File: src/rtl/led_defs.sv
// led_defs: shared LED matrix constants, state encoding and pixel/address types
package led_defs;
  localparam int ROWS = 16;
  localparam int COLS = 16;
  localparam int PIX_W = 12;
  localparam int ADDR_W = 8;
  typedef enum logic [1:0] {IDLE, STREAM, FILL} state_t;
  typedef logic [PIX_W-1:0] pixel_t;
  typedef logic [ADDR_W-1:0] addr_t;
endpackage

File: src/rtl/led_addr_map.sv
// led_addr_map: raster index to RAM address; SERPENTINE_EN reverses odd rows for zig-zag panels
module led_addr_map
  import led_defs::*;
(
  input  addr_t idx,
  output addr_t addr
);
`ifdef SERPENTINE_EN
  addr_t row, col;
  assign row = addr_t'(idx / COLS);
  assign col = addr_t'(idx % COLS);
  assign addr = row[0] ? addr_t'(row * COLS + (COLS - 1) - col) : idx;
`else
  assign addr = idx;
`endif
endmodule

File: src/rtl/led_frame_writer.sv
// led_frame_writer: turns a pixel stream or fill command into registered LED frame-RAM writes
module led_frame_writer
  import led_defs::*;
(
  input  logic              clk,
  input  logic              rst,
  input  logic [PIX_W-1:0]  pix_data,
  input  logic              pix_sof,
  input  logic              pix_valid,
  output logic              pix_ready,
  input  logic              fill_req,
  input  logic [PIX_W-1:0]  fill_colour,
  output logic [PIX_W-1:0]  ramIn,
  output logic [ADDR_W-1:0] wrAdd,
  output logic              we,
  output logic              frame_done,
  output logic              err_sync,
  output logic [7:0]        frame_cnt
);
  localparam addr_t LAST = addr_t'(ROWS * COLS - 1);
  state_t state, state_n;
  addr_t idx, idx_n, wr_idx, map_addr;
  pixel_t fill_pix, wr_data;
  logic acc, last, wr, done, err;
  assign pix_ready = (state == STREAM) || (state == IDLE && !fill_req);
  assign acc = pix_valid && pix_ready;
  assign last = idx == LAST;
  led_addr_map u_map (.idx(wr_idx), .addr(map_addr));
  always_comb begin
    state_n = state;
    idx_n = idx;
    wr = 1'b0;
    wr_idx = idx;
    wr_data = pix_data;
    done = 1'b0;
    err = 1'b0;
    case (state)
      IDLE: begin
        if (fill_req) begin
          state_n = FILL;
          idx_n = '0;
        end else if (acc) begin
          wr = pix_sof;
          err = !pix_sof;
          wr_idx = '0;
          idx_n = pix_sof ? addr_t'(1) : idx;
          state_n = pix_sof ? STREAM : IDLE;
        end
      end
      STREAM: begin
        if (acc && pix_sof) begin
          wr = 1'b1;
          err = 1'b1;
          wr_idx = '0;
          idx_n = addr_t'(1);
        end else if (acc) begin
          wr = 1'b1;
          done = last;
          idx_n = last ? '0 : idx + addr_t'(1);
          state_n = last ? IDLE : STREAM;
        end
      end
      FILL: begin
        wr = 1'b1;
        wr_data = fill_pix;
        done = last;
        idx_n = last ? '0 : idx + addr_t'(1);
        state_n = last ? IDLE : FILL;
      end
      default: state_n = IDLE;
    endcase
  end
  always_ff @(posedge clk) begin
    if (rst) begin
      state <= IDLE;
      idx <= '0;
      we <= 1'b0;
      wrAdd <= '0;
      ramIn <= '0;
      frame_done <= 1'b0;
      err_sync <= 1'b0;
      frame_cnt <= '0;
      fill_pix <= '0;
    end else begin
      state <= state_n;
      idx <= idx_n;
      we <= wr;
      if (wr) begin
        wrAdd <= map_addr;
        ramIn <= wr_data;
      end
      frame_done <= done;
      err_sync <= err;
      frame_cnt <= frame_cnt + 8'(done);
      if (state == IDLE && fill_req) fill_pix <= fill_colour;
    end
  end
endmodule

File: config.mk
export PLATFORM = sky130hd
export DESIGN_NAME = led_frame_writer
export DESIGN_NICKNAME = d
export VERILOG_FILES = /design/src/rtl/led_defs.sv /design/src/rtl/led_addr_map.sv /design/src/rtl/led_frame_writer.sv
export SDC_FILE = /design/constraint.sdc
export NUM_CORES = 1
export LEC_CHECK = 0
export BUFFER_PORTS_ARGS = -buffer_cell sky130_fd_sc_hd__buf_4
export CAP_MARGIN = 0
export CORE_MARGIN = 4
export CORE_UTILIZATION = 40
export CTS_BUF_LIST = sky130_fd_sc_hd__clkbuf_4
export DETAILED_ROUTE_END_ITERATION = 12
export GPL_ROUTABILITY_DRIVEN = 0
export PLACE_DENSITY = 0.74
export SYNTH_ARGS = -nofsm -noshare
export SYNTH_HDL_FRONTEND = slang
export SYNTH_HIERARCHICAL = 1
export SYNTH_SLANG_ARGS = --single-unit
File: constraint.sdc
create_clock -name clk -period 2 [get_ports clk]
set_input_delay 0.3 -clock clk [delete_from_list [all_inputs] [get_ports clk]]
set_output_delay 0.3 -clock clk [all_outputs]
set_load 0.005 [all_outputs]
# Word level (Yosys, flattened, before mapping)
# Cells that the tools add are included.
[word_totals]
reg_bits = 53
ram_bits = 0
n_memories = 0
input_bits = 29
elab_cells = 62
latchBits = 0
rom_bits = 0
[classes]
reduce_logical = 11
n_bitwise = 0
mux = 32
n_mul = 0
n_addsub = 2
div = 0
n_eq_ne = 8
n_lt_le_gt_ge = 0
shifts = 0
[op_table]
columns = ["cell", "n"]
rows = [
  ["two-way mux 8 bit", 9],
  ["one-hot mux 8 bit (3 select lines)", 1],
  ["one-hot mux 8 bit (2 select lines)", 1],
  ["two-way mux 12 bit", 1],
  ["two-way mux 1 bit", 11],
  ["two-way mux 2 bit", 5],
  ["adder 8 x 1 -> 8 bit", 1],
  ["adder 8 x 1 -> 8 bit, second input constant", 1],
  ["equality test 8 bit, second input constant", 1],
  ["!= test 3 bit, second input constant", 2],
  ["one-hot mux 2 bit (3 select lines)", 1],
  ["logical AND 1 bit", 4],
  ["!= test 2 bit, second input constant", 2],
  ["one-hot mux 1 bit (2 select lines)", 2],
  ["AND reduction 4 bit", 1],
  ["!= test 3 x 2 -> 1 bit, second input constant", 1],
  ["one-hot mux 1 bit (3 select lines)", 1],
  ["AND reduction 3 bit", 1],
  ["nonzero test 3 bit", 1],
  ["equality test 2 x 1 -> 1 bit, second input constant", 1],
  ["equality test 2 bit, second input constant", 1],
  ["zero test 1 bit", 2],
  ["zero test 2 bit", 1],
  ["logical OR 1 bit", 1],
]

# Longest topological paths before layout
# Gate-level depths: netlist (run 1).
[depth]
word_depth = 8
depth_mapped = 11

# Cells and area by module
# Netlist (run 1), hierarchy kept.
[modules_own_cells]
columns = ["module", "area_per_inst_um2", "cells_per_inst", "seq_area_each_um2", "n_inst"]
rows = [
  ["led_frame_writer", 2406.1, 269, 1061.0, 1],
  ["led_addr_map", 60.1, 8, 0.0, 1],
]

# Worst setup path after synthesis (run 1)
# OpenSTA, ideal clock, no wires.
[synth_path]
path_type = "reg2reg"
startpoint = "register state[0]"
endpoint = "register wrAdd[0]"
t_arrival_ns = 1.916
path_slack_ns = -0.043
stages_incl_launch_ff = 10
period_less_slack_ns = 2.043
setup_ns = 0.128
path_cell_list = "dfxtp_1 inv_1 ha_1 and2_0 clkbuf_1 a211oi_1 nor2b_1 buf_4 mux2i_1 nor2_1"
[synth_via]
elab_chain_len = 7
elab_cells_between_ends = 16
cone_classes = "eq/ne: 2; mux: 9; reduce/logical: 5"
[synth_lines]
columns = ["item", "line", "source"]
rows = [
  ["start: declaration", "led_frame_writer.sv:21", "state_t state, state_n;"],
  ["start signal: assignment", "led_frame_writer.sv:85", "state <= state_n;"],
  ["zero test 2 bit", "led_frame_writer.sv:25, led_frame_writer.sv:37", ""],
  ["logical AND 1 bit", "led_frame_writer.sv:25", "assign pix_ready = (state == STREAM) || (state == IDLE && !fill_req);"],
  ["logical OR 1 bit", "led_frame_writer.sv:25", ""],
  ["logical AND 1 bit", "led_frame_writer.sv:26", "assign acc = pix_valid && pix_ready;"],
  ["two-way mux 8 bit or logical AND 1 bit (tied branches)", "led_frame_writer.sv:42, led_frame_writer.sv:51", ""],
  ["two-way mux 8 bit (on tied branches)", "led_frame_writer.sv:39, led_frame_writer.sv:51", ""],
  ["one-hot mux 8 bit (2 select lines) *", "led_frame_writer.sv:37", "case (state)"],
  ["via wr_idx[0]", "led_frame_writer.sv:22", "addr_t idx, idx_n, wr_idx, map_addr;"],
  ["end signal: assignment", "led_frame_writer.sv:89", "wrAdd <= map_addr;"],
  ["end: declaration", "led_frame_writer.sv:14", "output logic [ADDR_W-1:0] wrAdd,"],
]
# Mark *: on every way through the listed nets, which the timed path passes. The rest lies on a longest branch.
# A chain may end at the register's enable or synchronous reset.

# Worst setup path after layout (run 1)
[layout_path]
startpoint = "register state[0]"
endpoint = "output pix_ready"
[layout_via]
elab_chain_len = 3
elab_cells_between_ends = 4
cone_classes = "eq/ne: 1; reduce/logical: 3"
[layout_lines]
columns = ["item", "line", "source"]
rows = [
  ["zero test 2 bit", "led_frame_writer.sv:25", ""],
  ["logical AND 1 bit", "led_frame_writer.sv:25", ""],
  ["logical OR 1 bit *", "led_frame_writer.sv:25", ""],
  ["end: declaration", "led_frame_writer.sv:10", "output logic pix_ready,"],
]
# Every way passes the cells marked *; elsewhere a longest branch is shown, timed or not.

==> summary.txt, run 1 <==
Global route
  • Vias in the first global route: between 2000 and 2500
  • Global Route Usage Sum: 0.1544
  • Initial antenna violation count: 0
  • Largest net degree at the start of global routing: 39
  • Wire length of the first global-routing pass: 9.432 mm
  • GR Overflow Total: 0

Placed design
  • Dpl ws: around 0.036 ns
  • PortBufs: 60
  • Number of cells after detailed placement: 400
  • Final HPWL DP: between 4 and 5 mm

Floorplan
  • Ports: 61
  • Die X-Extent: 86.52 um
  • Die H: 86.52 um
  • Starting density of the core: 0.4141
  • Num rows: 28
  • Full die area: between 7000 and 8000 sq um
  • Core Region: ~6000 sq um

Critical path
  • CP max stage delay: between 0.3 and 0.4 ns
  • Critical path's top delay family: simple AND/OR/NAND/NOR gates
  • Crit path to: pix_ready
  • Crit path DAT: 1.62 ns
  • Crit path cell chain: inv_2 -> ha_2 -> nor2b_4 -> buf_6 -> or2_2 -> buf_4
  • Critical Path RT: ~1.7 ns
  • Worst R2R Setup Slack: about 0.12 ns
  • CP Buf/Inv Count: 3
  • Crit. End Element: output port
  • Reg2Reg Depth: 5
  • Critical path class: reg -> out
  • Crit. Startpoint: state[0]
  • Largest fanout on the critical path: 4
  • Crit start category: flip-flop
  • RR Endpoint: idx[7]
  • Instance count on the critical path: 6
  • Slowest CP cell: dfxtp_4
  • RR Startpoint: state[1]

Yosys
  • Number of enable flip-flop cells after synthesis: 0
  • Post-Syn Area: 2466 sq um
  • FFs w/ async S/R, synth: 0
  • Yosys Warn Count: 6
  • #FFs+latches synth: between 50 and 60
  • Seq/Total Area, Yosys: 0.4302
  • Synth cell types: 39
  • Synth Flop Type: dfxtp_1
  • Mapped Nets: 314
  • Post-synthesis cell count: between 200 and 300
  • Syn_area_per_cell: between 8 and 9 sq um

Clock tree
  • CTS tree: built
  • Clk_lat worst skew: about 0.38 ns
  • H-tree levels: 2
  • CTS Buf Count: 5
  • Sink Count: between 50 and 60
  • CTS clk-pin slew, worst paths: about 0.17 ns
  • Longest Clk Path Bufs: 2
  • Clk root buf: clkbuf_4

Timing
  • Worst clock skew: ~0.017 ns
  • Hold Violations, Final: 0
  • Final count of pins violating max slew: 0
  • Unrepaired setup endpoints after global routing: no
  • Max-slew headroom: 0.7280
  • Final Worst Setup Slack: 0.07515 ns
  • Final period utilization: 0.9624
  • Total Neg Setup Slack: 0 ns
  • Final setup violation count: 0
  • Fin crit period: slightly below 2 ns
  • Max Fclk: 519.5 MHz
  • Slew @ Worst Pin: ~0.41 ns

Cells and area
  • Diode count: 0
  • Share of cells above drive strength 1: 0.2955
  • Post-Layout Cell Count: between 400 and 500
  • Number of nets in the layout: between 300 and 400
  • Most frequent cells in the layout: 74 x buf_4, 50 x dfxtp_1, 33 x nand2_1, 32 x nor2_1, 21 x mux2i_1
  • Area Overhead vs Synth: 25.37%
  • Fillers: 576
  • Post-layout util: 0.5191
  • Most common cell after layout, fill and taps aside: buf_4

Hold path
  • Worst min path class: in -> reg

Routing
  • First-pass DRT Iterations: 4
  • Avg WL per Cell: around 14 um
  • Number of routed nets with antenna violations: 0
  • Routed WL: around 5.6 mm
  • DRC Markers: 0
  • DRT iter0 DRCs: 73
  • Vias post-DR: about 2100
  • Via/cell ratio: about 5.1

Run
  • Max-cap violations: 0

Pwr
  • Maximum vdd drop: ~460 uV
  • Pwr/cell area: approximately 810 nW/um^2
  • P_leak: ~1.3 nW

Run status
  • Status: finished clean
==> state kept, by name, summed over array words and instances (netlist names) <==
register	count
fill_pix	12
wrAdd	8
frame_cnt	8
state	2
idx	8
frame_done	1
err_sync	1
ramIn	12
we	1
==> routing by layer <==
layer | vias to the layer above | share of wire | track usage
met3 | 7 | 0.063 | 0.03897
met4 | 0 | 0.0097 | 0.03966
met2 | 56 | 0.46 | 0.2566
met1 | 952 | 0.46 | 0.2001
met5 | - | 0 | 0
li1 | 1078 | - | -
==> through the flow <==
step / instance area, sq um / hold WS, ns / power (mW)
final: 3092 / 0.1465 / 2.491
after global routing: 3092 / 0.1170 / 2.642
after CTS: 3069 / 0.1356 / 2.501
after global placement: 2982 / 0.4419 / 1.968
after floorplan: 2471 / 0.4360 / 1.706
after detailed placement: 2982 / 0.4472 / 1.987
==> where the power goes <==
| part | switching (mW) | leakage (nW) | internal [mW] |
|---|---|---|---|
| Combinational | 0.392 | 0.787 | 0.385 |
| Sequential | 0.0577 | 0.434 | 1.16 |
| Clock | 0.353 | 0.0322 | 0.147 |
| Total | 0.802 | 1.25 | 1.69 |
==> area by class of cell <==
class,instances,area [sq um],area share
inverter,5,18.77,0.006070
clock buffer,5,37.54,0.01214
tap,75,93.84,0.03035
clock inverter,3,25.02,0.008094
multi-input combinational,194,1280,0.4140
timing repair buffer,75,566.8,0.1833
sequential,53,1070,0.3460
==> tightest hold or removal path, delay by kind of cell <==
family	cells	cell delay, ns
AND/OR/NAND/NOR	1	0.04
buffers and inverters	1	0.11
AO/OA/AOI/OAI	1	0.05
==> timing repair <==
item,4_1_cts,5_1_grt
setup endpoints to repair,1,6
cloned,0,0
hold buffers,0,0
pin swaps,0,1
buffers inserted,2,0
gates resized for setup,5,9
==> cells by family (layout without fill, tap and decap cells) <==
kind of cell	Yosys count	after routing	synth area share
buf+inv	30	88	0.06089
mux	21	21	0.08524
flops	53	53	0.4302
fa+ha+maj	8	8	0.04059
compound gates	56	56	0.1629
xor+xnor	6	6	0.02131
simple gates	103	103	0.1989
==> worst min path at each step <==
stage / from / to / slack, ns / cells past startpoint
2_1_floorplan: fill_colour[0] / fill_pix[0] / 0.44 / 2
3_3_place_gp: fill_pix[6] / fill_pix[6] / 0.44 / 2
3_5_place_dp: fill_pix[4] / fill_pix[4] / 0.45 / 2
4_1_cts: fill_colour[9] / fill_pix[9] / 0.14 / 3
5_1_grt: fill_colour[6] / fill_pix[6] / 0.12 / 3
6_report: fill_colour[9] / fill_pix[9] / 0.15 / 3
==> synthesized netlist by cell type (2+ instances only) <==
cell type,n,area share
nand2_1,33,0.050
xnor2_1,2,0.0071
inv_1,5,0.0076
nand4_1,3,0.0076
a211oi_2,2,0.010
buf_2,6,0.012
ha_1,8,0.041
o21ai_0,6,0.012
a211oi_1,19,0.058
nor2_1,32,0.049
mux2i_1,21,0.085
o31ai_1,3,0.0091
nand3_1,5,0.010
or4_1,3,0.0091
xor2_1,4,0.014
a22o_1,3,0.011
nor2b_1,12,0.030
and3_1,2,0.0051
nor3b_1,4,0.012
buf_4,8,0.024
dfxtp_1,53,0.43
or3_1,3,0.0076
clkbuf_1,10,0.015
a21oi_1,14,0.028
o21a_1,2,0.0061
(Power assumes the default switching activity.)
==> run 2, diff against run 1 <==
--- a/config.mk
+++ b/config.mk
@@ -5,6 +5,7 @@
 export SDC_FILE = /design/constraint.sdc
 export NUM_CORES = 1
 export LEC_CHECK = 0
+export ABC_AREA = 1
 export BUFFER_PORTS_ARGS = -buffer_cell sky130_fd_sc_hd__buf_4
 export CAP_MARGIN = 0
 export CORE_MARGIN = 4
==> summary.txt, run 2 <==
Pwr
  • Switching Share: 0.3331 (was 0.3221)
  • Total power: 2.379 mW (was 2.491 mW)
  • P_leak: 1.537 nW (was 1.253 nW)
  • Combinational power share: 0.297 (was 0.312)
  • Clock share of power: 0.205 (was 0.200)
  • Maximum vdd drop: 308.2 uV (was 460.7 uV)
  • Pwr/cell area: 724.2 nW/um^2 (was 805.8 nW/um^2)
  • Internal: 1.587 mW (was 1.689 mW)
  • Flop pwr share: 0.498 (was 0.488)
  • Psw: 0.7925 mW (was 0.8025 mW)

Clock tree
  • Sink Count: 53 (unchanged)
  • # hold bufs at CTS: 0 (unchanged)
  • CTS Buf Count: 5 (unchanged)
  • CTS clk-pin slew, worst paths: 0.15 ns (was 0.17 ns)
  • H-tree levels: 2 (unchanged)
  • CTS tree: built (unchanged)
  • Longest Clk Path Bufs: 2 (unchanged)
  • Clk root buf: clkbuf_4 (unchanged)
  • Clk_lat worst skew: 0.37 ns (was 0.38 ns)

Critical path
  • Worst R2R Setup Slack: 0.009 ns (was 0.12 ns)
  • Crit start category: flip-flop (unchanged)
  • Critical path class: reg -> reg (was reg -> out)
  • Largest fanout on the critical path: 4 (unchanged)
  • Critical Path RT: 2.28 ns (was 1.70 ns)
  • Crit. End Element: flip-flop (was output port)
  • Crit path DAT: 2.27 ns (was 1.62 ns)

Yosys
  • Synth cell types: 24 (was 39)
  • Seq/Total Area, Yosys: 0.4133 (was 0.4302)
  • Top cells by count, synth: 101 x nand2_1, 53 x dfxtp_1, 47 x nor2_1 (was 53 x dfxtp_1, 33 x nand2_1, 32 x nor2_1)
  • #FFs+latches synth: 53 (unchanged)
  • Syn_area_per_cell: 6.920 sq um (was 8.903 sq um)
  • Post-synthesis cell count: 371 (was 277)
  • Synth top area cells: dfxtp_1 41%, nand2_1 15%, nor2_1 6.9% (was dfxtp_1 43%, mux2i_1 8.5%, a211oi_1 5.8%)
  • FFs w/ async S/R, synth: 0 (unchanged)
  • Synth area leader: dfxtp_1 (unchanged)
  • Most frequent cell after synthesis: nand2_1 (was dfxtp_1)
  • Number of enable flip-flop cells after synthesis: 0 (unchanged)
  • Synth Flop Type: dfxtp_1 (unchanged)
  • Post-synth top area share: 0.4133 (was 0.4302)
  • Yosys Warn Count: 6 (unchanged)
  • Mapped Nets: 408 (was 314)
  • Post-Syn Area: 2567 sq um (was 2466 sq um)

Hold path
  • Worst min path class: in -> reg (unchanged)

Timing
  • Unrepaired setup endpoints after global routing: yes (was no)
  • Hold Violations, Final: 0 (unchanged)
  • Max Fclk: 502.1 MHz (was 519.5 MHz)
  • Final count of pins violating max slew: 0 (unchanged)
  • Final period utilization: 0.9957 (was 0.9624)
  • Total Neg Setup Slack: 0 ns (unchanged)
  • Max-slew headroom: 0.6288 (was 0.7280)
  • Worst clock skew: 0.006883 ns (was 0.01724 ns)
  • Fin crit period: 1.991 ns (was 1.925 ns)
  • Slew @ Worst Pin: 0.5563 ns (was 0.4080 ns)
  • Final setup violation count: 0 (unchanged)
  • Final Worst Setup Slack: 0.008505 ns (was 0.07515 ns)

Placed design
  • Final HPWL DP: 4.714 mm (was 4.050 mm)
  • Dpl ws: -0.06533 ns (was 0.03642 ns)
  • PortBufs: 60 (unchanged)
  • Placed standard-cell area: 3119 sq um (was 2982 sq um)

Routing
  • Number of routed nets with antenna violations: 0 (unchanged)
  • Vias post-DR: 2473 (was 2093)
  • DRT iter0 DRCs: 136 (was 73)
  • Routed WL: 6.149 mm (was 5.595 mm)
  • Via/cell ratio: 4.830 (was 5.105)
  • DRC Markers: 0 (unchanged)
  • Avg WL per Cell: 12.01 um (was 13.65 um)
  • First-pass DRT Iterations: 4 (unchanged)

Cells and area
  • Most common cell after layout, fill and taps aside: nand2_1 (was buf_4)
  • Post-layout util: 0.5421 (was 0.5191)
  • Diode count: 0 (unchanged)
  • Biggest regs: fill_pix (12), ramIn (12) (unchanged)
  • Most frequent cells in the layout: 98 x nand2_1, 82 x buf_4, 49 x dfxtp_1, 45 x nor2_1, 33 x a21oi_1 (was 74 x buf_4, 50 x dfxtp_1, 33 x nand2_1, 32 x nor2_1, 21 x mux2i_1)
  • Final Instance Area: 3286 sq um (was 3092 sq um)
  • Number of nets in the layout: 473 (was 371)
  • Share of cells above drive strength 1: 0.2860 (was 0.2955)
  • Fillers: 609 (was 576)
  • Area Overhead vs Synth: 27.97% (was 25.37%)

Floorplan
  • Die H: 88.12 um (was 86.52 um)
  • Starting density of the core: 0.4236 (was 0.4141)
  • Num rows: 28 (unchanged)
  • Die X-Extent: 88.12 um (was 86.52 um)
  • Ports: 61 (unchanged)
  • Core Region: 6061 sq um (was 5956 sq um)
  • Full die area: 7764 sq um (was 7486 sq um)

Global route
  • Wire length of the first global-routing pass: 10.17 mm (was 9.432 mm)
  • Met2 global-route usage: 0.2842 (was 0.2566)
  • Met1 usage: 0.2002 (was 0.2001)
  • GR Overflow Total: 0 (unchanged)
  • GRT met3 Usage: 0.03010 (was 0.03897)
  • Vias in the first global route: 2419 (was 2025)
  • Largest net degree at the start of global routing: 30 (was 39)
  • Most Crowded Layer GR: met2 (unchanged)
  • Initial antenna violation count: 0 (unchanged)
  • Global Route Usage Sum: 0.1622 (was 0.1544)

Run status
  • Status: finished clean (unchanged)

Run
  • Max-cap violations: 0 (unchanged)
[run 2: cell count changes in the layout (fill, tap and decap cells not counted), moves of 7 or more]
cell,change
inv_1,+22
a211oi_1,-18
nand3_1,+26
nor2_1,+13
buf_4,+8
a21oi_1,+19
nand2_1,+65
nand2_2,+7
nor2b_1,-11
o21ai_0,+11
mux2i_1,-21
[run 2: layout make-up]
cell class | count | area [sq um] | share of cell area
multi-input cells | 264 | 1339 | 0.4075
flip-flops and latches | 53 | 1066 | 0.3244
repair buffers | 82 | 615.6 | 0.1874
inverters | 30 | 112.6 | 0.03427
well taps | 75 | 93.84 | 0.02856
clock buffers | 6 | 45.04 | 0.01371
clock inverters | 2 | 13.76 | 0.004189
[run 2: metal layers]
metal / part of all wire / routed length (um)
met1: 0.44 / 2717
met2: 0.50 / 3048
met3: 0.050 / 305
met4: 0.013 / 78
met5: 0 / 0
[run 2: critical path: stages, from the launching register on]
cell	delay [ns]
dfxtp_2	0.38
ha_4	0.15
nand2_4	0.06
nor2_4	0.13
nand2_4	0.07
nor3_2	0.18
ha_2	0.23
nand3_4	0.10
nor3_4	0.23
nand2_2	0.11
nor2_4	0.12
nand2_1	0.06
nand2_1	0.05
nor2_1	0.04
[run 2: through the flow]
| step | cells | hold slack [ns] |
|---|---|---|
| 2_1_floorplan | 371 | 0.4396 |
| 3_3_place_gp | 503 | 0.4528 |
| 3_5_place_dp | 503 | 0.4560 |
| 4_1_cts | 511 | 0.1563 |
| 5_1_grt | 512 | 0.1607 |
| 6_report | 512 | 0.1656 |
[run 2: logic make-up after synthesis]
| logic type | after synthesis | synth area share |
|---|---|---|
| AOI/OAI and AO/OA | 59 | 0.1238 |
| adders and majority gates | 8 | 0.03899 |
| buffers and inverters | 54 | 0.1023 |
| DFF | 53 | 0.4133 |
| and+or+nand+nor | 197 | 0.3216 |
[run 2: path summary, 6_finish.rpt]
| kind | start | endpoint | depth (start not counted) |
|---|---|---|---|
| worst max-delay path | idx[1] | frame_cnt[7] | 13 |
| worst min-delay path | fill_colour[9] | fill_pix[9] | 3 |
| worst max register to register | idx[1] | frame_cnt[7] | 13 |
| worst min register to register | wrAdd[1] | wrAdd[1] | 2 |
[run 2: power by group through the flow]
stage	combinational, mW	sequential (mW)	clock, mW
CTS	0.692	1.18	0.507
global route	0.791	1.20	0.553
floorplan	0.444	1.20	0
global placement	0.672	1.20	0
detailed placement	0.688	1.20	0
finish	0.706	1.19	0.487
[run 2: what timing repair did]
item | in CTS | in global routing
resized for setup | 3 | 22
setup endpoints to repair | 1 | 3
pin swaps | 0 | 8
buffers inserted | 0 | 1
==> run 3, diff against run 2 <==
--- a/config.mk
+++ b/config.mk
@@ -8,12 +8,12 @@
 export ABC_AREA = 1
 export BUFFER_PORTS_ARGS = -buffer_cell sky130_fd_sc_hd__buf_4
 export CAP_MARGIN = 0
-export CORE_MARGIN = 4
+export CORE_ASPECT_RATIO = 0.8
+export CORE_MARGIN = 5
 export CORE_UTILIZATION = 40
 export CTS_BUF_LIST = sky130_fd_sc_hd__clkbuf_4
 export DETAILED_ROUTE_END_ITERATION = 12
 export GPL_ROUTABILITY_DRIVEN = 0
-export PLACE_DENSITY = 0.74
 export SYNTH_ARGS = -nofsm -noshare
 export SYNTH_HDL_FRONTEND = slang
 export SYNTH_HIERARCHICAL = 1
==> summary.txt, run 3 (synthesis gave the netlist of run 2 again) <==
Pwr
  • Pwr/cell area: 725.5 nW/um^2 (was 724.2 nW/um^2)
  • Total power: 2.396 mW (was 2.379 mW)
  • Maximum vdd drop: 268.6 uV (was 308.2 uV)
  • P_leak: 1.534 nW (was 1.537 nW)

Critical path
  • RR Endpoint: frame_cnt[7] (unchanged)
  • Reg2Reg Depth: 13 (unchanged)
  • Critical path class: reg -> reg (unchanged)
  • RR Startpoint: idx[1] (unchanged)
  • Crit start category: flip-flop (unchanged)
  • Crit. Startpoint: idx[1] (unchanged)
  • Worst R2R Setup Slack: 0.05 ns (was 0.009 ns)
  • Crit. End Element: flip-flop (unchanged)
  • Crit path DAT: 2.23 ns (was 2.27 ns)
  • Crit path to: frame_cnt[7] (unchanged)
  • Critical Path RT: 2.28 ns (about the same)
  • Largest fanout on the critical path: 3 (was 4)

Global route
  • GR Overflow Total: 0 (unchanged)
  • Largest net degree at the start of global routing: 30 (unchanged)
  • Initial antenna violation count: 0 (unchanged)
  • Global Route Usage Sum: 0.1547 (was 0.1622)
  • Wire length of the first global-routing pass: 10.29 mm (was 10.17 mm)
  • Vias in the first global route: 2205 (was 2419)

Placed design
  • Final HPWL DP: 4.736 mm (was 4.714 mm)
  • PortBufs: 60 (unchanged)
  • Number of cells after detailed placement: 514 (was 503)
  • Dpl ws: -0.005320 ns (was -0.06533 ns)

Floorplan
  • Die X-Extent: 99.57 um (was 88.12 um)
  • Die H: 81.66 um (was 88.12 um)
  • Core Region: 6311 sq um (was 6061 sq um)
  • Full die area: 8131 sq um (was 7764 sq um)
  • Num rows: 26 (was 28)
  • Ports: 61 (unchanged)
  • Starting density of the core: 0.4068 (was 0.4236)

Routing
  • Number of routed nets with antenna violations: 0 (unchanged)
  • DRC Markers: 0 (unchanged)
  • Via/cell ratio: 4.674 (was 4.830)
  • Routed WL: 6.323 mm (was 6.149 mm)
  • First-pass DRT Iterations: 4 (unchanged)
  • Vias post-DR: 2449 (was 2473)
  • DRT iter0 DRCs: 122 (was 136)
  • Avg WL per Cell: 12.07 um (was 12.01 um)

Timing
  • Slew @ Worst Pin: 0.5391 ns (was 0.5563 ns)
  • Final setup violation count: 0 (unchanged)
  • Max-slew headroom: 0.6402 (was 0.6288)
  • Worst clock skew: 0.01418 ns (was 0.006883 ns)
  • Max Fclk: 512.3 MHz (was 502.1 MHz)
  • Final period utilization: 0.9760 (was 0.9957)
  • Final Worst Setup Slack: 0.04798 ns (was 0.008505 ns)
  • Hold Violations, Final: 0 (unchanged)
  • Final count of pins violating max slew: 0 (unchanged)
  • Min Hold Slack: 0.1697 ns (was 0.1656 ns)
  • Fin crit period: 1.952 ns (was 1.991 ns)
  • Total Neg Setup Slack: 0 ns (unchanged)
  • Unrepaired setup endpoints after global routing: yes (unchanged)

Clock tree
  • CTS Buf Count: 5 (unchanged)
  • H-tree levels: 2 (unchanged)
  • Clk_lat worst skew: 0.37 ns (about the same)
  • Clk root buf: clkbuf_4 (unchanged)
  • Longest Clk Path Bufs: 2 (unchanged)
  • Sink Count: 53 (unchanged)
  • CTS clk-pin slew, worst paths: 0.17 ns (was 0.15 ns)
  • CTS tree: built (unchanged)

Run
  • Max-cap violations: 0 (unchanged)

Cells and area
  • Share of cells above drive strength 1: 0.2795 (was 0.2860)
  • Biggest regs: fill_pix (12), ramIn (12) (unchanged)
  • Diode count: 0 (unchanged)
  • Area Overhead vs Synth: 28.66% (was 27.97%)
  • Most frequent cells in the layout: 98 x nand2_1, 84 x buf_4, 50 x dfxtp_1, 46 x nor2_1, 34 x a21oi_1 (was 98 x nand2_1, 82 x buf_4, 49 x dfxtp_1, 45 x nor2_1, 33 x a21oi_1)
  • Most common cell after layout, fill and taps aside: nand2_1 (unchanged)
  • Number of nets in the layout: 476 (was 473)
  • Post-Layout Cell Count: 524 (was 512)

Run status
  • Status: finished clean (unchanged)

Hold path
  • Worst min path class: in -> reg (unchanged)
[run 3: how the worst min path moves through the flow]
stage | end | slack (ns) | cells past startpoint | startpoint
floorplan | idx[7] | 0.44 | 2 | idx[7]
global placement | ramIn[10] | 0.45 | 2 | ramIn[10]
detailed placement | wrAdd[6] | 0.45 | 2 | wrAdd[6]
CTS | fill_pix[9] | 0.15 | 3 | fill_colour[9]
global route | fill_pix[6] | 0.16 | 3 | fill_colour[6]
finish | fill_pix[9] | 0.17 | 3 | fill_colour[9]
[run 3: worst max-delay path: stages (launching register included)]
cell     delay [ns]
dfxtp_2        0.39
ha_4           0.16
nand2_4        0.05
nor2_4         0.12
nand2_2        0.08
nor3_2         0.18
ha_2           0.23
nand3_4        0.09
nor3_4         0.19
nand2_2        0.09
nor2_2         0.13
nand2_1        0.06
nand2_1        0.05
nor2_1         0.05
[run 3: final cells by class]
cell class                 count  area (sq um)
inverter                      30         112.6
tap                           84         105.1
clock inverter                 3         25.02
sequential                    53          1065
clock buffer                   5         37.54
fill                         684          3008
timing repair buffer          85         650.6
multi-input combinational    264          1308
[run 3: repair_timing]
action                                  CTS  global route
pin swaps                                 0            10
cloned                                    0             0
gates resized for setup                   1            18
setup buffers                             0             2
endpoints found under the setup margin    1             4
hold buffers                              0             0
[run 3: metal layers]
| layer | share of wire | track usage |
|---|---|---|
| met5 | 0 | 0 |
| met4 | 0.0044 | 0.03274 |
| met2 | 0.43 | 0.2339 |
| met1 | 0.51 | 0.2273 |
| met3 | 0.057 | 0.03141 |
[run 3: report_power, final]
part	internal (mW)	switching, mW	leakage [nW]
clock network	0.145	0.356	0.0318
logic	0.299	0.416	1.07
registers	1.14	0.0435	0.433
[run 3: per-stage QoR]
step | area (sq um) | util
after floorplan | 2567 | -
after global placement | 3158 | 0.5004
after CTS | 3226 | 0.5111
after global routing | 3303 | 0.5234
after detailed placement | 3158 | 0.5004
final | 3303 | 0.5234
